`src/rtl/qp_patch_loader.sv`:
```
// Query patch loader: packs WORDS_PER_PATCH words from a first-word-fall-through FIFO
// into one wide patch and writes NUM_QUERYS patches to consecutive query memory addresses.
module qp_patch_loader #(
    parameter int DATA_WIDTH      = 11,
    parameter int WORDS_PER_PATCH = 5,
    parameter int ADDR_WIDTH      = 9,
    parameter int NUM_QUERYS      = 512
) (
    input  logic                                  clk,
    input  logic                                  rst,
    input  logic                                  start,
    input  logic [DATA_WIDTH-1:0]                 in_fifo_rdata,
    input  logic                                  in_fifo_rempty_n,
    output logic                                  in_fifo_deq,
    output logic                                  qp_mem_csb0,
    output logic                                  qp_mem_web0,
    output logic [ADDR_WIDTH-1:0]                 qp_mem_addr0,
    output logic [DATA_WIDTH*WORDS_PER_PATCH-1:0] qp_mem_wpatch0,
    output logic                                  busy,
    output logic                                  load_done
);

    localparam int PATCH_WIDTH = DATA_WIDTH * WORDS_PER_PATCH;
    localparam int WCNT_WIDTH  = (WORDS_PER_PATCH > 1) ? $clog2(WORDS_PER_PATCH) : 1;
    localparam logic [WCNT_WIDTH-1:0] LAST_WORD  = WCNT_WIDTH'(WORDS_PER_PATCH - 1);
    localparam logic [ADDR_WIDTH-1:0] LAST_PATCH = ADDR_WIDTH'(NUM_QUERYS - 1);

    typedef enum logic [1:0] {
        IDLE,
        FILL,
        WRITE,
        DONE
    } state_t;

    state_t                  state_q;
    state_t                  state_d;
    logic [WCNT_WIDTH-1:0]   word_cnt_q;
    logic [ADDR_WIDTH-1:0]   patch_cnt_q;
    logic [PATCH_WIDTH-1:0]  patch_q;
    logic                    last_word;
    logic                    last_patch;

    assign last_word  = (word_cnt_q == LAST_WORD);
    assign last_patch = (patch_cnt_q == LAST_PATCH);

    // NOTE: sequential state uses non-blocking assignments so every register samples pre-edge values.
    always_ff @(posedge clk) begin
        if (rst) begin
            state_q <= IDLE;
        end else begin
            state_q <= state_d;
        end
    end

    // NOTE: every output gets a default before the case so no path can infer a latch.
    always_comb begin
        state_d        = state_q;
        in_fifo_deq    = 1'b0;
        qp_mem_csb0    = 1'b1;
        qp_mem_web0    = 1'b1;
        qp_mem_addr0   = '0;
        qp_mem_wpatch0 = '0;
        busy           = 1'b1;
        load_done      = 1'b0;
        case (state_q)
            IDLE: begin
                busy = 1'b0;
                if (start) begin
                    state_d = FILL;
                end
            end
            FILL: begin
                // Pop exactly when the FIFO head is valid; stall indefinitely otherwise.
                in_fifo_deq = in_fifo_rempty_n;
                if (in_fifo_rempty_n && last_word) begin
                    state_d = WRITE;
                end
            end
            WRITE: begin
                qp_mem_csb0    = 1'b0;
                qp_mem_web0    = 1'b0;
                qp_mem_addr0   = patch_cnt_q;
                qp_mem_wpatch0 = patch_q;
                state_d        = last_patch ? DONE : FILL;
            end
            DONE: begin
                load_done = 1'b1;
                state_d   = IDLE;
            end
            default: begin
                state_d = IDLE;
            end
        endcase
    end

    // NOTE: the patch register is a plain flop array, so it can be cleared by reset like any register.
    always_ff @(posedge clk) begin
        if (rst) begin
            word_cnt_q  <= '0;
            patch_cnt_q <= '0;
            patch_q     <= '0;
        end else begin
            if (state_q == IDLE && start) begin
                word_cnt_q  <= '0;
                patch_cnt_q <= '0;
            end
            if (in_fifo_deq) begin
                word_cnt_q <= last_word ? '0 : word_cnt_q + WCNT_WIDTH'(1);
                for (int k = 0; k < WORDS_PER_PATCH; k++) begin
                    if (word_cnt_q == WCNT_WIDTH'(k)) begin
                        patch_q[k*DATA_WIDTH +: DATA_WIDTH] <= in_fifo_rdata;
                    end
                end
            end
            // The counter holds at the last address so it never exceeds NUM_QUERYS-1.
            if (state_q == WRITE && !last_patch) begin
                patch_cnt_q <= patch_cnt_q + ADDR_WIDTH'(1);
            end
        end
    end

endmodule

```
`config.mk`:
```
export PLATFORM = sky130hd
export DESIGN_NAME = qp_patch_loader
export DESIGN_NICKNAME = d
export VERILOG_FILES = /design/src/rtl/qp_patch_loader.sv
export SDC_FILE = /design/constraint.sdc
export NUM_CORES = 1
export LEC_CHECK = 0
export ABC_AREA = 1
export CAP_MARGIN = 0
export CORE_ASPECT_RATIO = 1.25
export CORE_MARGIN = 2
export CORE_UTILIZATION = 45
export DETAILED_ROUTE_END_ITERATION = 12
export PLACE_DENSITY = 0.73
export SYNTH_ARGS = -nofsm -noshare
export SYNTH_HDL_FRONTEND = slang
export SYNTH_SLANG_ARGS = --single-unit
export TNS_END_PERCENT = 100
```
`constraint.sdc`:
```
create_clock -name clk -period 1.8 [get_ports clk]
set_input_delay 0.36 -clock clk [delete_from_list [all_inputs] [get_ports clk]]
set_output_delay 0.36 -clock clk [all_outputs]
set_load 0.05 [all_outputs]
```
==> reports/metrics.cfg <==
[status]
outcome = complete, no violations

[clock_tree]
clockRootBuffer = clkbuf_8
clk_pin_slew_ns = 0.07
clkLatencyLatePin_ns = 0.35
cts_made_buffers = 9
h-tree-depth = 3
cts_tree = yes
hold_buffers = 0
clkSinkCount = 69
clockBufferDepth = 2

[synthesis]
syn_nets = 559
ys_types = 25
netlist_area_um2 = 3505
syn_avg_cell_area_um2 = 6.526
ys_seq_elements = 69
ys_warn_count = 0
synth_top_area_share = 0.3941
yosysTopAreaCell = dfxtp_1
synth_area_leaders = dfxtp_1 (39%), nor2_1 (17%), nand2_1 (9.9%)
ys_seq_area_frac = 0.3941
syn_inst = 537

[timing]
finalSetupTns_ns = 0
setup_slack_ns = 0.02275
fin_skew_ns = 0.006181
relSlewSlack = 0.6957
slew_viol_final = 0
clock.fmax_mhz = 562.7
min_period_over_period = 0.9874
worst_pin_slew_ns = 0.4565
rsz0062_at_grt = yes
finalHoldViolCount = 0
fin_crit_ns = 1.777
setup_violations = 0

[route]
vias_per_cell = 4.874
drcViolationCount = 0
vias = 3529
drt-wirelength-per-cell_um = 13.68
firstDrtPassIters = 4
routed_wirelength_mm = 9.906
antenna_left = 0
dr.first_iter.drc_count = 233

[job]
max_cap_violations = 0

[placed_design]
pre_cts_ws_ns = 0.006307
gp_congestion = 0.8942
numPortBuffers = 83
dpl_cell_area_um2 = 5135
hpwl_mm = 6.540

[setup_path]
reg2reg_depth = 11
crit_slowest_cell = dfxtp_2
crit_top_cell = buf_12
cpLargestDelayFamily = buffers and inverters
crit_arrival_ns = 1.42
r2r_slack_ns = 0.07
critPathBufInv = 3
cp.required_ns = 1.44
critPathKind = reg2out
slowest_delay_ns = 0.34
crit-reg2reg-launch = patch_cnt_q[0]$_SDFFE_PP0P_
worstPathMaxFanout = 21
reg2reg_to = patch_cnt_q[3]$_SDFFE_PP0P_
critPathLaunchType = flip-flop
crit_path_end_kind = primary output
crit_chain = inv_2, nand2_8, buf_12, nor2_2, buf_12

[finish]
layout_common_cells = nor2_1 (98), nand2_1 (91), inv_1 (84)
nFillCells = 563
area_growth_pct = 61.51
mostFrequentLayoutCell = nor2_1
layout-drive-gt1-share = 0.3355
multi_input_area_um2 = 1862
stdcell_area_um2 = 5660
antenna_cells = 0
regArea_um2 = 1388
fin_util = 0.7392
nNetsFinal = 646

[floorplanning]
core-area_um2 = 7657
rows = 36
dieArea_um2 = 8515
die_x_um = 82.94
die_h_um = 102.7
start_util = 0.4577
io_pins = 84

[grt]
antenna_found_initial = 0
grt_pass1_wl_mm = 15.24
grt_pass1_vias = 3324
grtUsageTotal = 0.2247
overflow = 0
grt_max_degree = 52

[pwr]
power.leakage_nw = 2.030
irDropWorstVdd_uv = 530.7
power_mw = 2.975
p_per_area_nw_per_um2 = 525.6

[min_path]
whs_endpoint = patch_q[43]$_SDFFE_PP0P_
hp-start = patch_q[43]$_SDFFE_PP0P_
hold_depth = 2
min_path_type = reg2reg

## power by group
group / switching, mW / internal [mW]
sequential: 0.0143 / 1.55
clock: 0.578 / 0.568
combinational: 0.164 / 0.101
total: 0.757 / 2.22
## logic make-up after synthesis
logic type,count (synthesis),share of synthesized area
adder cells (fa/ha/maj),7,0.02499
buffers and inverters,115,0.1464
flip-flops,69,0.3941
AND/OR/NAND/NOR,304,0.3631
AO/OA/AOI/OAI,42,0.07140
## flip-flops by register name, indices dropped and copies added (netlist names)
name / flops
patch_q: 55
patch_cnt_q: 9
word_cnt_q: 3
state_q: 2
## worst max-delay path by stage
| stage | depth (start not counted) | slack [ns] | end | from |
|---|---|---|---|---|
| CTS | 4 | -0.04 | qp_mem_wpatch0[54] | state_q[1]$_SDFFE_PP0P_ |
| global route | 11 | -0.05 | patch_cnt_q[3]$_SDFFE_PP0P_ | patch_cnt_q[0]$_SDFFE_PP0P_ |
| detailed placement | 6 | 0.006 | patch_q[37]$_SDFFE_PP0P_ | in_fifo_rempty_n |
| global placement | 6 | 0.05 | patch_q[43]$_SDFFE_PP0P_ | in_fifo_rempty_n |
| finish | 5 | 0.02 | qp_mem_wpatch0[50] | state_q[0]$_SDFFE_PP0P_ |
| floorplan | 4 | -0.07 | qp_mem_wpatch0[0] | state_q[1]$_SDFFE_PP0P_ |
## Yosys cell counts, drive strengths merged
master  count
a21oi      22
buf        21
clkbuf      6
dfxtp      69
ha          7
inv        88
nand2     107
nand3      24
nand3b      1
nand4       1
nor2      171
o21a        1
o21ai      19
## layer usage
layer | global-route usage | vias up | routed length [µm]
met5 | 0 | - | 0
met4 | 0.1286 | 0 | 463
met3 | 0.04484 | 32 | 442
met2 | 0.3983 | 106 | 5113
met1 | 0.2548 | 1625 | 3887
li1 | - | 1766 | -
## per-stage QoR
stage | cells | hold WS [ns]
6_report | 724 | 0.4606
5_1_grt | 724 | 0.4886
4_1_cts | 721 | 0.4664
3_5_place_dp | 703 | 0.4557
3_3_place_gp | 703 | 0.4534
2_1_floorplan | 537 | 0.4391
## layout make-up
class | instances | share of cell area
multi-input cells | 353 | 0.3289
repair buffers | 103 | 0.3152
flip-flops and latches | 69 | 0.2451
inverters | 88 | 0.05836
clock buffers | 12 | 0.02741
well taps | 95 | 0.02100
clock inverters | 4 | 0.003979
## repair_timing
item | CTS | global route
setup buffers | 1 | 1
cloned | 1 | 2
resized for setup | 37 | 48
endpoints found under the setup margin | 64 | 59
pin swaps | 0 | 1
## worst register-to-register path: cells and delay by family, from the launching register on
family / cells / cell delay, ns
AO/OA/AOI/OAI: 1 / 0.14
adder cells (fa/ha/maj): 2 / 0.42
buffers and inverters: 2 / 0.20
flip-flops: 1 / 0.34
AND/OR/NAND/NOR: 6 / 0.52
Power figures use the tool's default switching activity.
